**src/rtl/invaders_pkg.sv**
```systemverilog
// Shared definitions for the invaders game blocks: missile FSM states, screen
// geometry, keycodes and small arithmetic helpers.
package invaders_pkg;

    typedef enum logic [1:0] {
        IDLE     = 2'd0,
        FLYING   = 2'd1,
        EXPLODE  = 2'd2,
        COOLDOWN = 2'd3
    } pmissile_state_t;

    localparam int unsigned SCREEN_W = 640;
    localparam int unsigned SCREEN_H = 480;
    localparam int unsigned PLAYER_Y = 448;

    localparam logic [7:0] KEY_A     = 8'd4;
    localparam logic [7:0] KEY_D     = 8'd7;
    localparam logic [7:0] KEY_SPACE = 8'd44;

    // Statistics counters stick at full scale instead of wrapping.
    function automatic logic [7:0] sat_inc8(input logic [7:0] value);
        return (value == 8'hFF) ? value : value + 8'd1;
    endfunction

endpackage

```
**src/rtl/pmissile_controller_if.sv**
```systemverilog
// Missile controller bus: ship-side requests in, renderer/collision view out.
interface pmissile_controller_if;

    logic       pmissile_create;
    logic [9:0] x_pos;
    logic       game_active;
    logic       enemy_hit;
    logic       missile_active;
    logic [9:0] missile_x;
    logic [9:0] missile_y;
    logic       explode;
    logic       hit_pulse;
    logic [7:0] shots_fired;

    modport master (
        output pmissile_create, x_pos, game_active, enemy_hit,
        input  missile_active, missile_x, missile_y, explode, hit_pulse, shots_fired
    );

    modport slave (
        input  pmissile_create, x_pos, game_active, enemy_hit,
        output missile_active, missile_x, missile_y, explode, hit_pulse, shots_fired
    );

endinterface

```
**src/rtl/pmissile_controller_frame_counter.sv**
```systemverilog
// Loadable frame up-counter with a terminal-count compare; load wins over enable.
module frame_counter #(
    parameter int unsigned WIDTH = 5
) (
    input  logic             clk,
    input  logic             reset,
    input  logic             load,
    input  logic [WIDTH-1:0] load_value,
    input  logic             enable,
    input  logic [WIDTH-1:0] terminal,
    output logic [WIDTH-1:0] count,
    output logic             done
);

    // NOTE: sequential state is written only with non-blocking assignments so
    // every reader sees the pre-edge value regardless of block ordering.
    always_ff @(posedge clk) begin
        if (reset) begin
            count <= '0;
        end else if (load) begin
            count <= load_value;
        end else if (enable) begin
            count <= count + 1'b1;
        end
    end

    assign done = (count == terminal);

endmodule

```
**src/rtl/pmissile_controller.sv**
```systemverilog
// Player missile sequencer, stepped once per frame on vsync: launch on a fire
// edge, climb, retire on hit or top bound, then explosion hold and cooldown.
module pmissile_controller
    import invaders_pkg::*;
#(
    parameter int unsigned SPEED           = 4,
    parameter int unsigned SPAWN_Y         = 440,
    parameter int unsigned TOP_Y           = 8,
    parameter int unsigned SHIP_HALF_W     = 16,
    parameter int unsigned EXPLODE_FRAMES  = 12,
    parameter int unsigned COOLDOWN_FRAMES = 16
) (
    input  logic                  vsync,
    input  logic                  reset,
    pmissile_controller_if.slave  bus
);

    localparam int unsigned CNT_W      = 5;
    localparam logic [9:0]  SPEED_V    = 10'(SPEED);
    localparam logic [9:0]  SPAWN_V    = 10'(SPAWN_Y);
    localparam logic [9:0]  HALF_W_V   = 10'(SHIP_HALF_W);
    localparam logic [9:0]  RETIRE_Y   = 10'(TOP_Y + SPEED);
    localparam logic [CNT_W-1:0] EXPLODE_TC  = CNT_W'(EXPLODE_FRAMES - 1);
    localparam logic [CNT_W-1:0] COOLDOWN_TC = CNT_W'(COOLDOWN_FRAMES - 1);

    pmissile_state_t  state;
    logic             fire_prev;
    logic             fire_edge;
    logic             missile_active;
    logic [9:0]       missile_x;
    logic [9:0]       missile_y;
    logic             explode;
    logic             hit_pulse;
    logic [7:0]       shots_fired;

    logic             cnt_load;
    logic             cnt_enable;
    logic [CNT_W-1:0] cnt_terminal;
    logic [CNT_W-1:0] cnt_value;
    logic             cnt_done;

    assign fire_edge = bus.pmissile_create & ~fire_prev;

    // The counter only runs while holding in EXPLODE/COOLDOWN; any other state,
    // an abort, or reaching terminal count parks it back at zero.
    // NOTE: every always_comb output gets a default first so no latch is inferred.
    always_comb begin
        cnt_load     = 1'b1;
        cnt_enable   = 1'b0;
        cnt_terminal = COOLDOWN_TC;
        unique case (state)
            EXPLODE: begin
                cnt_terminal = EXPLODE_TC;
                cnt_enable   = 1'b1;
                cnt_load     = ~bus.game_active | cnt_done;
            end
            COOLDOWN: begin
                cnt_enable   = 1'b1;
                cnt_load     = ~bus.game_active | cnt_done;
            end
            default: ;
        endcase
    end

    frame_counter #(
        .WIDTH (CNT_W)
    ) u_frame_counter (
        .clk        (vsync),
        .reset      (reset),
        .load       (cnt_load),
        .load_value ('0),
        .enable     (cnt_enable),
        .terminal   (cnt_terminal),
        .count      (cnt_value),
        .done       (cnt_done)
    );

    always_ff @(posedge vsync) begin
        if (reset) begin
            state          <= IDLE;
            fire_prev      <= 1'b0;
            missile_active <= 1'b0;
            missile_x      <= '0;
            missile_y      <= '0;
            explode        <= 1'b0;
            hit_pulse      <= 1'b0;
            shots_fired    <= '0;
        end else begin
            fire_prev <= bus.pmissile_create;
            hit_pulse <= 1'b0;

            // Dropping play aborts from any state; position and tally are kept.
            if (!bus.game_active) begin
                state          <= IDLE;
                missile_active <= 1'b0;
                explode        <= 1'b0;
            end else begin
                unique case (state)
                    IDLE: begin
                        if (fire_edge) begin
                            state          <= FLYING;
                            missile_x      <= bus.x_pos + HALF_W_V;
                            missile_y      <= SPAWN_V;
                            missile_active <= 1'b1;
                            shots_fired    <= sat_inc8(shots_fired);
                        end
                    end
                    FLYING: begin
                        if (bus.enemy_hit) begin
                            state          <= EXPLODE;
                            missile_active <= 1'b0;
                            explode        <= 1'b1;
                            hit_pulse      <= 1'b1;
                        end else if (missile_y < RETIRE_Y) begin
                            state          <= COOLDOWN;
                            missile_active <= 1'b0;
                        end else begin
                            missile_y      <= missile_y - SPEED_V;
                        end
                    end
                    EXPLODE: begin
                        if (cnt_done) begin
                            state   <= COOLDOWN;
                            explode <= 1'b0;
                        end
                    end
                    COOLDOWN: begin
                        if (cnt_done) begin
                            state <= IDLE;
                        end
                    end
                    default: state <= IDLE;
                endcase
            end
        end
    end

    assign bus.missile_active = missile_active;
    assign bus.missile_x      = missile_x;
    assign bus.missile_y      = missile_y;
    assign bus.explode        = explode;
    assign bus.hit_pulse      = hit_pulse;
    assign bus.shots_fired    = shots_fired;

endmodule
```
**src/flat_wrapper.sv**
```systemverilog
// flat-port wrapper written by rule: the top's interface ports become plain ports
module pmissile_controller_flat import invaders_pkg::*;
#(
    parameter int unsigned SPEED           = 4,
    parameter int unsigned SPAWN_Y         = 440,
    parameter int unsigned TOP_Y           = 8,
    parameter int unsigned SHIP_HALF_W     = 16,
    parameter int unsigned EXPLODE_FRAMES  = 12,
    parameter int unsigned COOLDOWN_FRAMES = 16
)
  (vsync, reset, bus_pmissile_create, bus_x_pos, bus_game_active, bus_enemy_hit, bus_missile_active, bus_missile_x, bus_missile_y, bus_explode, bus_hit_pulse, bus_shots_fired);
  pmissile_controller_if bus_i ();
  input  logic vsync;
  input  logic reset;
  input wire logic [$bits(bus_i.pmissile_create)-1:0] bus_pmissile_create;
  input wire logic [$bits(bus_i.x_pos)-1:0] bus_x_pos;
  input wire logic [$bits(bus_i.game_active)-1:0] bus_game_active;
  input wire logic [$bits(bus_i.enemy_hit)-1:0] bus_enemy_hit;
  output wire logic [$bits(bus_i.missile_active)-1:0] bus_missile_active;
  output wire logic [$bits(bus_i.missile_x)-1:0] bus_missile_x;
  output wire logic [$bits(bus_i.missile_y)-1:0] bus_missile_y;
  output wire logic [$bits(bus_i.explode)-1:0] bus_explode;
  output wire logic [$bits(bus_i.hit_pulse)-1:0] bus_hit_pulse;
  output wire logic [$bits(bus_i.shots_fired)-1:0] bus_shots_fired;
  assign bus_i.pmissile_create = bus_pmissile_create;
  assign bus_i.x_pos = bus_x_pos;
  assign bus_i.game_active = bus_game_active;
  assign bus_i.enemy_hit = bus_enemy_hit;
  assign bus_missile_active = bus_i.missile_active;
  assign bus_missile_x = bus_i.missile_x;
  assign bus_missile_y = bus_i.missile_y;
  assign bus_explode = bus_i.explode;
  assign bus_hit_pulse = bus_i.hit_pulse;
  assign bus_shots_fired = bus_i.shots_fired;
  pmissile_controller #(.SPEED(SPEED), .SPAWN_Y(SPAWN_Y), .TOP_Y(TOP_Y), .SHIP_HALF_W(SHIP_HALF_W), .EXPLODE_FRAMES(EXPLODE_FRAMES), .COOLDOWN_FRAMES(COOLDOWN_FRAMES)) u_core (.vsync(vsync), .reset(reset), .bus(bus_i));
endmodule
```
**config.mk**
```make
export PLATFORM = sky130hd
export DESIGN_NAME = pmissile_controller_flat
export DESIGN_NICKNAME = d
export VERILOG_FILES = /design/src/rtl/invaders_pkg.sv /design/src/rtl/pmissile_controller_if.sv /design/src/rtl/pmissile_controller_frame_counter.sv /design/src/rtl/pmissile_controller.sv /design/src/flat_wrapper.sv
export SDC_FILE = /design/constraint.sdc
export NUM_CORES = 1
export LEC_CHECK = 0
export BUFFER_PORTS_ARGS = -buffer_cell sky130_fd_sc_hd__buf_2
export CAP_MARGIN = 0
export CORE_AREA = 2 2 64 96
export CTS_CLUSTER_SIZE = 12
export DETAILED_ROUTE_END_ITERATION = 7
export DIE_AREA = 0 0 66 98
export PLACE_DENSITY_LB_ADDON = 0.12
export SLEW_MARGIN = 30
export SYNTH_ARGS = -nofsm -noshare
export SYNTH_HDL_FRONTEND = slang
export SYNTH_SLANG_ARGS = --single-unit
```
**constraint.sdc**
```tcl
create_clock -name vsync -period 2.25 [get_ports vsync]
set_input_delay 0.45 -clock vsync [delete_from_list [all_inputs] [get_ports vsync]]
set_output_delay 0.45 -clock vsync [all_outputs]
set_load 0.01 [all_outputs]
```
Word level (Yosys, flattened, before mapping)
Index checks and enable logic that the tools add are counted.
Word-level totals
  logic and storage cells: 66
  register bits: 39
Operators by class
  bitwise operators: 6
  magnitude comparators: 1
  reduce and logical (&&, ||, !) cells: 13
  muxes and demuxes: 21
  equal/unequal tests: 12
  $add $sub $neg: 4
Operators by type and width (count)
  2-to-1 mux 10 bit: 3
  case mux 10 bit (2 select lines): 1
  adder 10 x 5 -> 10 bit, second input constant: 1
  < comparator 10 x 4 -> 1 bit, second input constant: 1
  2-to-1 mux 2 bit: 5
  subtractor 10 x 3 -> 10 bit, second input constant: 1
  AND reduction 3 bit: 3
  adder 8 x 1 -> 8 bit, second input constant: 1
  == test 8 bit, second input constant: 1
  2-to-1 mux 1 bit: 8
  case mux 2 bit (4 select lines): 1
  AND reduction 4 bit: 2
  inequality test 2 x 1 -> 1 bit, second input constant: 3
  inequality test 2 bit, second input constant: 3
  OR reduction 2 bit: 3
  adder 5 x 1 -> 5 bit, second input constant: 1
  == test 5 bit: 1
  AND reduction 5 bit: 1
  == test 2 bit, second input constant: 2
  NOT 1 bit: 4
  case mux 1 bit (2 select lines): 2
  nonzero test 2 bit: 2
  2-to-1 mux 3 bit: 1
  inequality test 3 x 2 -> 1 bit, second input constant: 1
  other kinds (5): 5

Logic depth before layout (Yosys ltp)
Gate-level depths: netlist (run 1).
  word-level depth: 6
  mapped depth: 7
  mapped depth without buffers: 6

By module
Synthesis (run 1) repeated with hierarchy kept, for this count alone.
Second synthesis, totals
  cells, all modules: 233
  area, all modules: 2029.4 um^2
Modules (own cells, without submodules)
  pmissile_controller: seq. area each 640.6 um^2, area each 1719.1 um^2, instances 1, cells each 198
  frame_counter: seq. area each 100.1 um^2, area each 310.3 um^2, instances 1, cells each 35

Worst setup path before layout (run 1)
Ideal clock, no wire load.
  kind: reg-to-reg
  from: register u_core.state[0]
  to: register u_core.state[0]
  cell stages (with the launch flop): 7
  arrival: 1.637 ns
  clock period less this slack: 1.753 ns
  library setup time: 0.116 ns
  path slack: 0.497 ns
  data required time: 2.134 ns
  cells stage by stage: dfxtp_1 inv_1 ha_1 or2_2 o31a_1 o311a_1 a31o_2
Between the ends
  longest elaborated chain between the ends: 5
  elaborated cells between the ends (all ways): 12
Ends and longest elaborated chain
  from (decl): RTL line pmissile_controller.sv:26  | pmissile_state_t state;
  from (signal assigned): RTL line pmissile_controller.sv:80  | state <= IDLE;
  from (signal assigned): RTL line pmissile_controller.sv:94  | state <= IDLE;
  from (signal assigned): RTL line pmissile_controller.sv:101  | state <= FLYING;
  == test 2 bit: RTL line pmissile_controller.sv:51, pmissile_controller.sv:98
  2-to-1 mux 3 bit: RTL line pmissile_controller.sv:51  | unique case (state)
  == test 5 bit: RTL line pmissile_controller_frame_counter.sv:27  | assign done = (count == terminal);
  inequality test 2 x 1 -> 1 bit (no line)
  AND reduction 4 bit (no line)
Several ways; a longest one is shown, not always the timed one.
A chain may end at the register's enable or synchronous reset.

Final worst setup path (run 1)
Ends and elaborated chain as after synthesis.

==> results.txt, run 1 <==
Synth top area share - 39.1%
R2r setup slk - 0.36 ns
Final ANT Viol Nets - 0
DR pass1 iterations - 4
FP Rows - 34
GRT Total Usage - 14.7%
Post-DP HPWL - 3160 um
Run status - completed
Int Pwr - 1.09 mW
DIE AREA - 0.00647 mm^2
Net switching power - 0.432 mW
IO buf count - 43
Clock share of power - 34.0%
Nets - 283
Net Sw Frac - 28.4%
Diodes inserted - 0
Startpoint types - flip-flop
Die Y - 98 um
First-pass GRT wire length - 7440 um
Ys Warns - 0
Max Transition Viols Final - 0
Cell Chain, Critical Path - inv_1 -> ha_1 -> or2_2 -> o31a_1 -> o311a_1 -> a31o_2
CP top delay family - compound AO/OA/AOI/OAI gates
Placed inst area - 0.00217 mm^2
Sequential-to-total area share from yosys stat - 39.1%
Final Cycle Share - 84.0%
Share of cells above drive strength 1 - 24.6%
Num CTS Buffers - 5
Comb power frac - 18.0%
Root buffer cell - clkbuf_8
Syn Area/Cell - 8.80 um^2
Flop pwr share - 47.9%
Io pins - 46
CTS tree - yes
LEAKAGE - 0.975 nW
Layout Skew - 0.00655 ns
Final Setup Violations - 0
Synth Cell Area - 0.00189 mm^2
Critical path data required time - 2.43 ns
CP Class - reg2reg
Peak VDD IR - 334 uV
Post-synth top area cell - dfxtp_1
Via count - 1688
RR Endpoint - u_core.state[0]$_SDFFE_PP0P_
Post-synthesis cell type count - 49
Final Routed Wirelength - 4290 um
Post-Route Setup TNS - 0 ns
RSZ-0062 raised after global routing - no
Sinks on the clock net - 37
Final worst slack - 0.359 ns
Routed wire per std cell - 12.9 um
Core area - 0.00570 mm^2
Max Cap Viol - 0
Metal3 WL - 180 um
Post-synthesis register bit count - 37
WL met1 - 1920 um
Hold Buf Count CTS - 0
Starting Density - 33.2%
EDFF count, synth - 0
Fmax achieved - 529 MHz
Post-CTS Resized - 0
Register-to-Register Path Depth - 6
Min-Delay Endpoint - u_core.bus.missile_x[4]$_SDFFE_PP0P_
Hold path cells - 2
GRT overflow - 0
Worst reg2reg startpoint - u_core.state[0]$_SDFFE_PP0P_
Final instance area - 0.00227 mm^2
Area Overhead vs Synth - 20.1%
Post-route DRC - 0
Vias in the first global route - 1582
Synth top area cells - dfxtp_1, ha_1, nor2_1
DRT iter0 DRCs - 92
Chip width - 66 um
Worst path depth - 6
CP max-delay cell - dfxtp_1
HP Start - bus_x_pos[4]
Worst Hold Class - in2reg
Clock tree buffer depth - 2
Slowest stage delay, CP - 0.41 ns
Pwr Density - 669 mW/mm^2
Worst-path maximum fanout - 5
Worst-path clk slew - 0.07 ns
Clk_lat worst skew - 0.29 ns
Post-synthesis instance total - 215
Largest net degree at the start of global routing - 17
Mean number of vias per cell - 5.08
Final hold violation count - 0
Placer Congestion - 0.767
Post-Place Setup Slack - 0.298 ns
Ys async rst share - 0%
Post CTS Setup Buffer Count - 0
CTS H-Tree Depth - 2
Final Critical Period - 1.89 ns
Top-count cell post-synth - dfxtp_1
Top Metal Used - met4
Worst EP arrival - 2.07 ns
Routed wl met2 - 2110 um
Buf+Inv Stages, Crit Path - 1
Top cells by count, synth - dfxtp_1, nor2_1, nand2_1, a21oi_1, inv_1
Initial antenna violation count - 0
Critical Path Sink Type - flip-flop
Main synth FF type - dfxtp_1
-- flip-flops by register name, summed over array words and instances (netlist names) --
register                      count
u_core.bus.missile_x             10
u_core.bus.missile_y              8
u_core.bus.shots_fired            8
u_core.u_frame_counter.count      5
u_core.state                      2
u_core.bus.explode                1
u_core.bus.hit_pulse              1
u_core.bus.missile_active         1
u_core.fire_prev                  1
-- cell type report --
class | instances | area, um^2
fillers | 625 | 3430
multi-input cells | 158 | 1060
flip-flops and latches | 37 | 741
repair buffers | 46 | 238
clock buffers | 7 | 96.3
well taps | 72 | 90.1
inverters | 11 | 41.3
clock inverters | 1 | 5.00
-- routing by layer --
layer	up-vias	track usage [%]
met1	783	18.4
met4	0	5.18
met2	39	24.2
li1	861	-
met3	5	3.92
met5	-	0
-- how the worst max path moves through the flow --
stage | slack, ns | start | to
finish | 0.36 | u_core.state[0]$_SDFFE_PP0P_ | u_core.state[0]$_SDFFE_PP0P_
global route | 0.13 | u_core.state[1]$_SDFFE_PP0P_ | u_core.bus.missile_y[8]$_SDFFE_PP0P_
CTS | 0.30 | u_core.state[0]$_SDFFE_PP0P_ | u_core.bus.missile_y[8]$_SDFFE_PP0P_
detailed placement | 0.30 | u_core.state[0]$_SDFFE_PP0P_ | u_core.bus.missile_y[8]$_SDFFE_PP0P_
global placement | 0.35 | u_core.state[0]$_SDFFE_PP0P_ | u_core.bus.missile_y[8]$_SDFFE_PP0P_
floorplan | 0.50 | u_core.state[0]$_SDFFE_PP0P_ | u_core.state[0]$_SDFFE_PP0P_
-- stage by stage --
step           total power [mW]  hold WS (ns)  instances  util (%)
5_1_grt                    1.61         0.374        332      39.9
4_1_cts                    1.55         0.364        332      39.9
2_1_floorplan             0.934         0.418        216         -
3_3_place_gp               1.02         0.438        324      38.1
3_5_place_dp               1.02         0.443        324      38.1
6_report                   1.52         0.374        332      39.9
-- worst register-to-register path: cells and delay by family (launching register included) --
family	cells	cell delay [ns]
simple gates	1	0.33
buf+inv	1	0.09
fa+ha+maj	1	0.25
flops	1	0.41
compound gates	3	0.71
-- power groups by stage --
stage | registers [mW] | clock network, mW | logic [mW]
2_1_floorplan | 0.749 | 0 | 0.184
3_3_place_gp | 0.744 | 0 | 0.276
3_5_place_dp | 0.744 | 0 | 0.278
4_1_cts | 0.729 | 0.539 | 0.278
5_1_grt | 0.735 | 0.564 | 0.310
6_report | 0.728 | 0.517 | 0.274
-- kinds of logic after synthesis --
kind of cell | count (synthesis) | share of synthesized area [%]
and+or+nand+nor | 87 | 25.0
muxes | 3 | 1.65
adders and majority gates | 9 | 5.95
AOI/OAI and AO/OA | 47 | 18.5
DFF | 37 | 39.1
buffers and inverters | 21 | 4.96
xor gates and xnor gates | 10 | 4.63
other | 1 | 0.198
-- cells in the final DEF, fill, tap and decap left out, drive strengths merged, types with 5 or more instances in the layout --
| master | instances |
|---|---|
| buf | 46 |
| nor2 | 23 |
| clkbuf | 7 |
| xor2 | 5 |
| o21ai | 6 |
| nand2 | 21 |
| nor3 | 6 |
| nand3 | 6 |
| nand4 | 6 |
| a21oi | 13 |
| ha | 9 |
| inv | 11 |
| dfxtp | 37 |
| a211oi | 7 |
| xnor2 | 5 |
| nor2b | 5 |
Power figures use the tool's default switching activity.
==> run 2, diff against run 1 <==
--- a/config.mk
+++ b/config.mk
@@ -5,12 +5,13 @@
 export SDC_FILE = /design/constraint.sdc
 export NUM_CORES = 1
 export LEC_CHECK = 0
+export ABC_AREA = 1
 export BUFFER_PORTS_ARGS = -buffer_cell sky130_fd_sc_hd__buf_2
 export CAP_MARGIN = 0
-export CORE_AREA = 2 2 64 96
+export CORE_AREA = 2 2 64 97
 export CTS_CLUSTER_SIZE = 12
 export DETAILED_ROUTE_END_ITERATION = 7
-export DIE_AREA = 0 0 66 98
+export DIE_AREA = 0 0 66 99
 export PLACE_DENSITY_LB_ADDON = 0.12
 export SLEW_MARGIN = 30
 export SYNTH_ARGS = -nofsm -noshare
==> constraint.sdc (replaced) <==
create_clock -name vsync -period 1.8 [get_ports vsync]
set_input_delay 0.36 -clock vsync [delete_from_list [all_inputs] [get_ports vsync]]
set_output_delay 0.36 -clock vsync [all_outputs]
set_load 0.01 [all_outputs]
==> run 2 against run 1 <==
  * First-iteration DRC count down 45%
  * Wire length up 7.9%
  * Total power increased by 25%
  * Cell area up 3.9%
  * Sequential share of layout area is 1.2 points lower
  * Combinational power increased by 37%
  * Clock power up 22%
  * Global-route usage fell by 0.061 points
  * Sequential cell count did not move
  * Fmax grew 16%
  * Cell count increased by 21%
  * Synthesized cell count is 29% higher
  * Critical endpoint is now u_core.bus.missile_y[8]$_SDFFE_PP0P_
==> results.txt, run 2 <==
Number of flip-flops in the largest register - 10
Fillers - 644
Synth top area cells - dfxtp_1, nand2_1, nor2_1
Run status - completed
Top Registers - u_core.bus.missile_x: 10 flops, u_core.bus.missile_y: 8 flops, u_core.bus.shots_fired: 8 flops
Biggest register - u_core.bus.missile_x
Num CTS Buffers - 5
Final Cycle Share - 90.8%
Max Transition Viols Final - 0
Via count - 1847
GRT Total Usage - 14.7%
Placed inst area - 0.00225 mm^2
Mean number of vias per cell - 4.59
FP Rows - 34
Post-Route Setup TNS - 0 ns
Worst Hold Class - in2reg
EDFF count, synth - 0
Post-route DRC - 0
Post-synthesis cell type count - 30
Main synth FF type - dfxtp_1
Initial antenna violation count - 0
Int Pwr - 1.32 mW
Placer Congestion - 0.842
Syn Area/Cell - 6.99 um^2
Final ANT Viol Nets - 0
Starting Density - 34.0%
Pwr Density - 805 mW/mm^2
Final Setup Violations - 0
Clock share of power - 33.1%
Sinks on the clock net - 37
Final Critical Period - 1.64 ns
Final hold violation count - 0
Die Y - 99 um
Worst EP arrival - 1.86 ns
Largest net degree at the start of global routing - 14
Synth Cell Area - 0.00194 mm^2
Chip width - 66 um
CTS tree - yes
Peak VDD IR - 463 uV
Layout Skew - 0.00706 ns
Share of cells above drive strength 1 - 21.5%
LEAKAGE - 1.12 nW
Ys async rst share - 0%
Critical path data required time - 2.02 ns
Diodes inserted - 0
Synth top area share - 38.3%
Placed cells - 392
First-pass GRT wire length - 7450 um
Flop pwr share - 47.1%
CTS H-Tree Depth - 2
IO buf count - 43
Post-synthesis register bit count - 37
Nets - 353
Startpoint types - flip-flop
Net switching power - 0.584 mW
Net Sw Frac - 30.7%
Routed wire per std cell - 11.5 um
Clock tree buffer depth - 2
Final instance area - 0.00236 mm^2
Worst-path maximum fanout - 9
Hold Buf Count CTS - 0
Commonest non-fill, non-tap cell in the layout - nand2_1
GRT overflow - 0
Post-route insts no fill - 402
Io pins - 46
RSZ-0062 raised after global routing - no
Final Routed Wirelength - 4630 um
Worst-path clk slew - 0.08 ns
Top cells by count, synth - nand2_1, nor2_1, dfxtp_1, inv_1, a21oi_1
Commonest cells after routing, fill and taps aside - nand2_1, buf_2, nor2_1
Area Overhead vs Synth - 22.0%
Post-synthesis instance total - 277
DRT iter0 DRCs - 51
Sequential-to-total area share from yosys stat - 38.3%
Core area - 0.00570 mm^2
Root buffer cell - clkbuf_8
Post-DP HPWL - 3530 um
DIE AREA - 0.00653 mm^2
Critical Path Sink Type - flip-flop
Post-synth top area cell - dfxtp_1
CP Class - reg2reg
Clk_lat worst skew - 0.29 ns
Ys Warns - 0
Comb power frac - 19.8%
Vias in the first global route - 1660
Top-count cell post-synth - nand2_1
Max Cap Viol - 0
Fmax achieved - 612 MHz
DR pass1 iterations - 4
==> run 2: cell count changes after synthesis, sizes merged, moves of 5 or more <==
| cell | previous run | this run |
|---|---|---|
| a211oi | 7 | 0 |
| a21oi | 13 | 24 |
| inv | 11 | 31 |
| nand2 | 21 | 62 |
| nand3 | 6 | 15 |
| nor2 | 23 | 43 |
| nor2b | 5 | 0 |
| o21ai | 6 | 20 |
==> run 2: cell type report <==
class	count	area (um^2)	share of cell area (%)
clock buffer	6	82.6	3.50
inverter	32	120	5.09
timing repair buffer	52	283	12.0
tap	72	90.1	3.82
clock inverter	2	13.8	0.583
multi-input combinational	201	1030	43.7
sequential	37	741	31.4
==> run 2: cells by family after synthesis <==
logic type	after synthesis	share of synthesized area, %
flip-flops	37	38.3
XOR/XNOR	10	4.53
adder cells (fa/ha/maj)	9	5.82
AO/OA/AOI/OAI	45	11.9
AND/OR/NAND/NOR	135	30.5
buffers and inverters	40	8.79
other	1	0.194
==> run 2: per-layer routing <==
metal / vias to the layer above / part of all wire (%) / track usage (%)
met3: 7 / 4.1 / 2.51
met2: 50 / 50 / 25.8
met4: 0 / 2.1 / 6.12
met5: - / 0 / 0
met1: 811 / 44 / 17.2
li1: 979 / - / -
==> run 2: final timing paths <==
kind                                                                   start                                            to  slack (ns)  cells past startpoint
worst max register to register                  u_core.state[0]$_SDFFE_PP0P_          u_core.bus.missile_y[8]$_SDFFE_PP0P_        0.16                      9
worst max-delay path                            u_core.state[0]$_SDFFE_PP0P_          u_core.bus.missile_y[8]$_SDFFE_PP0P_        0.16                      9
worst min-delay path                                            bus_x_pos[4]          u_core.bus.missile_x[4]$_SDFFE_PP0P_        0.28                      2
worst min register to register  u_core.u_frame_counter.count[0]$_SDFFE_PP0N_  u_core.u_frame_counter.count[0]$_SDFFE_PP0N_        0.45                      1
==> run 2: stage by stage <==
step	power [mW]	util, %	worst slack (ns)	hold WS, ns
6_report	1.90	41.4	0.165	0.285
5_1_grt	2.02	41.4	0.0165	0.283
4_1_cts	1.93	41.1	0.137	0.277
3_5_place_dp	1.29	39.4	0.142	0.445
3_3_place_gp	1.29	39.4	0.168	0.433
2_1_floorplan	1.16	-	0.366	0.418
==> run 2: worst max-delay path, stage by stage, from the launching register on <==
cell and delay [ns]:
dfxtp_1 0.40, inv_1 0.09, ha_1 0.26, inv_1 0.09
nand2_1 0.06, a21oi_2 0.17, nand2_2 0.15, inv_1 0.17
nand2_1 0.07, a21oi_1 0.11
==> run 2: what timing repair did <==
| action | CTS | global route |
|---|---|---|
| endpoints found under the hold margin | 0 | 0 |
| buffers inserted | 0 | 2 |
| setup endpoints to repair | 0 | 3 |
| resized for setup | 0 | 1 |
==> run 2: power groups by stage <==
stage	combinational, mW	sequential (mW)	clock [mW]
3_5_place_dp	0.373	0.915	0
2_1_floorplan	0.236	0.927	0
3_3_place_gp	0.372	0.915	0
5_1_grt	0.426	0.902	0.687
4_1_cts	0.375	0.896	0.659
6_report	0.376	0.895	0.630
==> run 3, diff against run 2 <==
--- a/config.mk
+++ b/config.mk
@@ -8,12 +8,13 @@
 export ABC_AREA = 1
 export BUFFER_PORTS_ARGS = -buffer_cell sky130_fd_sc_hd__buf_2
 export CAP_MARGIN = 0
-export CORE_AREA = 2 2 64 97
+export CORE_AREA = 2 2 55 82
 export CTS_CLUSTER_SIZE = 12
 export DETAILED_ROUTE_END_ITERATION = 7
-export DIE_AREA = 0 0 66 99
+export DIE_AREA = 0 0 57 84
 export PLACE_DENSITY_LB_ADDON = 0.12
 export SLEW_MARGIN = 30
 export SYNTH_ARGS = -nofsm -noshare
 export SYNTH_HDL_FRONTEND = slang
+export SYNTH_HIERARCHICAL = 1
 export SYNTH_SLANG_ARGS = --single-unit
==> run 3 against run 2 <==
  * Clock power up 20%
  * Cell count up 2.0%
  * Largest cell class unchanged
  * Sequential share of layout area down 2.9 points
  * Hold slack better by 0.0026 ns
  * Sequential power up 2%
  * Area after synthesis up 9.6%
  * Combinational power up 20%
==> results.txt, run 3 <==
Run status - completed
CTS H-Tree Depth - 2
Commonest cells after routing, fill and taps aside - nand2_1, buf_2, inv_1, nor2_1, dfxtp_1
Post-DP HPWL - 3530 um
Placed cells - 400
DIE AREA - 0.00479 mm^2
Post-route DRC - 0
Layout Skew - 0.00426 ns
Nets - 388
EDFF count, synth - 0
Commonest non-fill, non-tap cell in the layout - nand2_1
Final Critical Period - 1.67 ns
Main synth FF type - dfxtp_1
Peak VDD IR - 683 uV
GRT Total Usage - 20.7%
Max Cap Viol - 0
Biggest register - u_core/bus.missile_x
Io pins - 46
CP Class - reg2reg
Top cells by count, synth - nand2_1, dfxtp_1, nor2_1, inv_1
Final Routed Wirelength - 4600 um
Placer Congestion - 0.790
Clk_lat worst skew - 0.29 ns
Sequential-to-total area share from yosys stat - 34.9%
Diodes inserted - 0
DRT iter0 DRCs - 80
Routed wire per std cell - 11.2 um
Worst Hold Class - in2reg
Fillers - 414
FP Rows - 29
GRT overflow - 0
Critical path data required time - 2.02 ns
Share of cells above drive strength 1 - 25.0%
Final ANT Viol Nets - 0
Die Y - 84 um
Startpoint types - flip-flop
Top-count cell post-synth - nand2_1
Num CTS Buffers - 5
Top Registers - u_core/bus.missile_x: 10 flops, u_core/bus.missile_y: 8 flops, u_core/bus.shots_fired: 8 flops
Synth top area share - 34.9%
Area Overhead vs Synth - 23.0%
Post-route insts no fill - 410
Mean number of vias per cell - 5.00
Syn Area/Cell - 7.07 um^2
Number of flip-flops in the largest register - 10
DR pass1 iterations - 4
Final Cycle Share - 92.6%
Max Transition Viols Final - 0
Root buffer cell - clkbuf_8
Synth top area cells - dfxtp_1, nand2_1, nor2_1
Synth Cell Area - 0.00212 mm^2
Fmax achieved - 600 MHz
Register-to-Register Path Depth - 12
Worst EP arrival - 1.89 ns
Worst-path clk slew - 0.08 ns
Ys async rst share - 0%
Post-Route Setup TNS - 0 ns
Post-synth top area cell - dfxtp_1
IO buf count - 43
Critical Path Sink Type - flip-flop
Final Setup Violations - 0
Via count - 2049
Core area - 0.00414 mm^2
Pwr Density - 811 mW/mm^2
Hold path cells - 2
Vias in the first global route - 1961
Sinks on the clock net - 37
Initial antenna violation count - 0
Chip width - 57 um
Ys Warns - 6
Post-synthesis cell type count - 31
Clock tree buffer depth - 2
Final hold violation count - 0
Post-synthesis register bit count - 37
Starting Density - 51.3%
Worst-path maximum fanout - 7
First-pass GRT wire length - 8060 um
LEAKAGE - 1.25 nW
Post-synthesis instance total - 300
Largest net degree at the start of global routing - 18
CTS tree - yes
==> run 3: layer usage <==
layer	track usage (%)	vias to the layer above	part of all wire [%]
met4	8.03	0	1.5
met5	0	-	0
li1	-	1073	-
met2	36.3	39	52
met1	24.0	930	43
met3	4.19	7	3.8
==> run 3: final timing paths <==
path	start	to	slack (ns)
worst min-delay path	bus_x_pos[4]	u_core/bus.missile_x[4]$_SDFFE_PP0P_	0.29
worst max register to register	u_core/state[0]$_SDFFE_PP0P_	u_core/u_frame_counter/count[2]$_SDFFE_PP0P_	0.13
worst max-delay path	u_core/state[0]$_SDFFE_PP0P_	u_core/u_frame_counter/count[2]$_SDFFE_PP0P_	0.13
worst min register to register	u_core/bus.missile_active$_SDFFE_PP0P_	u_core/bus.missile_active$_SDFFE_PP0P_	0.48
==> run 3: final cells by class <==
type / count / area (um^2) / share of cell area [%]
clock inverter: 2 / 37.5 / 1.44
clock buffer: 6 / 82.6 / 3.17
multi-input combinational: 227 / 1230 / 47.2
sequential: 37 / 743 / 28.5
timing repair buffer: 55 / 318 / 12.2
tap: 46 / 57.6 / 2.21
inverter: 37 / 139 / 5.32
==> run 3: power by group <==
part	switching, mW	leakage, nW	internal (mW)	total [mW]
Clock	0.304	0.0574	0.451	0.754
Combinational	0.266	0.886	0.186	0.452
Sequential	0.0418	0.304	0.868	0.910
==> run 3: timing repair <==
action	4_1_cts	5_1_grt
endpoints found under the setup margin	0	20
buffers inserted	0	2
hold buffers	0	0
resized for setup	0	9
==> run 3: per-stage QoR <==
stage	utilization, %	instance area (um^2)	setup slack [ns]	total power [mW]	hold WS [ns]
finish	63.1	2610	0.133	2.12	0.287
global route	63.1	2610	-0.0183	2.25	0.287
CTS	62.2	2570	0.0147	2.13	0.274
detailed placement	59.3	2450	0.0254	1.37	0.469
global placement	59.3	2450	0.0865	1.36	0.465
floorplan	-	2160	0.143	1.24	0.429
==> run 3: logic make-up (layout without fill, tap and decap cells) <==
logic type,after synthesis,after routing,share of synthesized area [%]
buffers and inverters,46,100,9.62
xor gates and xnor gates,12,12,4.96
DFF,37,37,34.9
adders and majority gates,10,10,5.90
AOI/OAI and AO/OA,57,57,15.1
other,2,12,0.354
and+or+nand+nor,136,136,29.1
==> run 3: critical path, cell delays in order, from the launching register on <==
cell and delay, ns:
dfxtp_2 0.33, inv_2 0.07, ha_2 0.18, inv_1 0.06
xnor2_1 0.11, nand3_1 0.07, nor2_1 0.04, inv_1 0.09
nand3_2 0.14, buf_12 0.17, nor2_4 0.14, nand2_1 0.07
a21oi_1 0.13
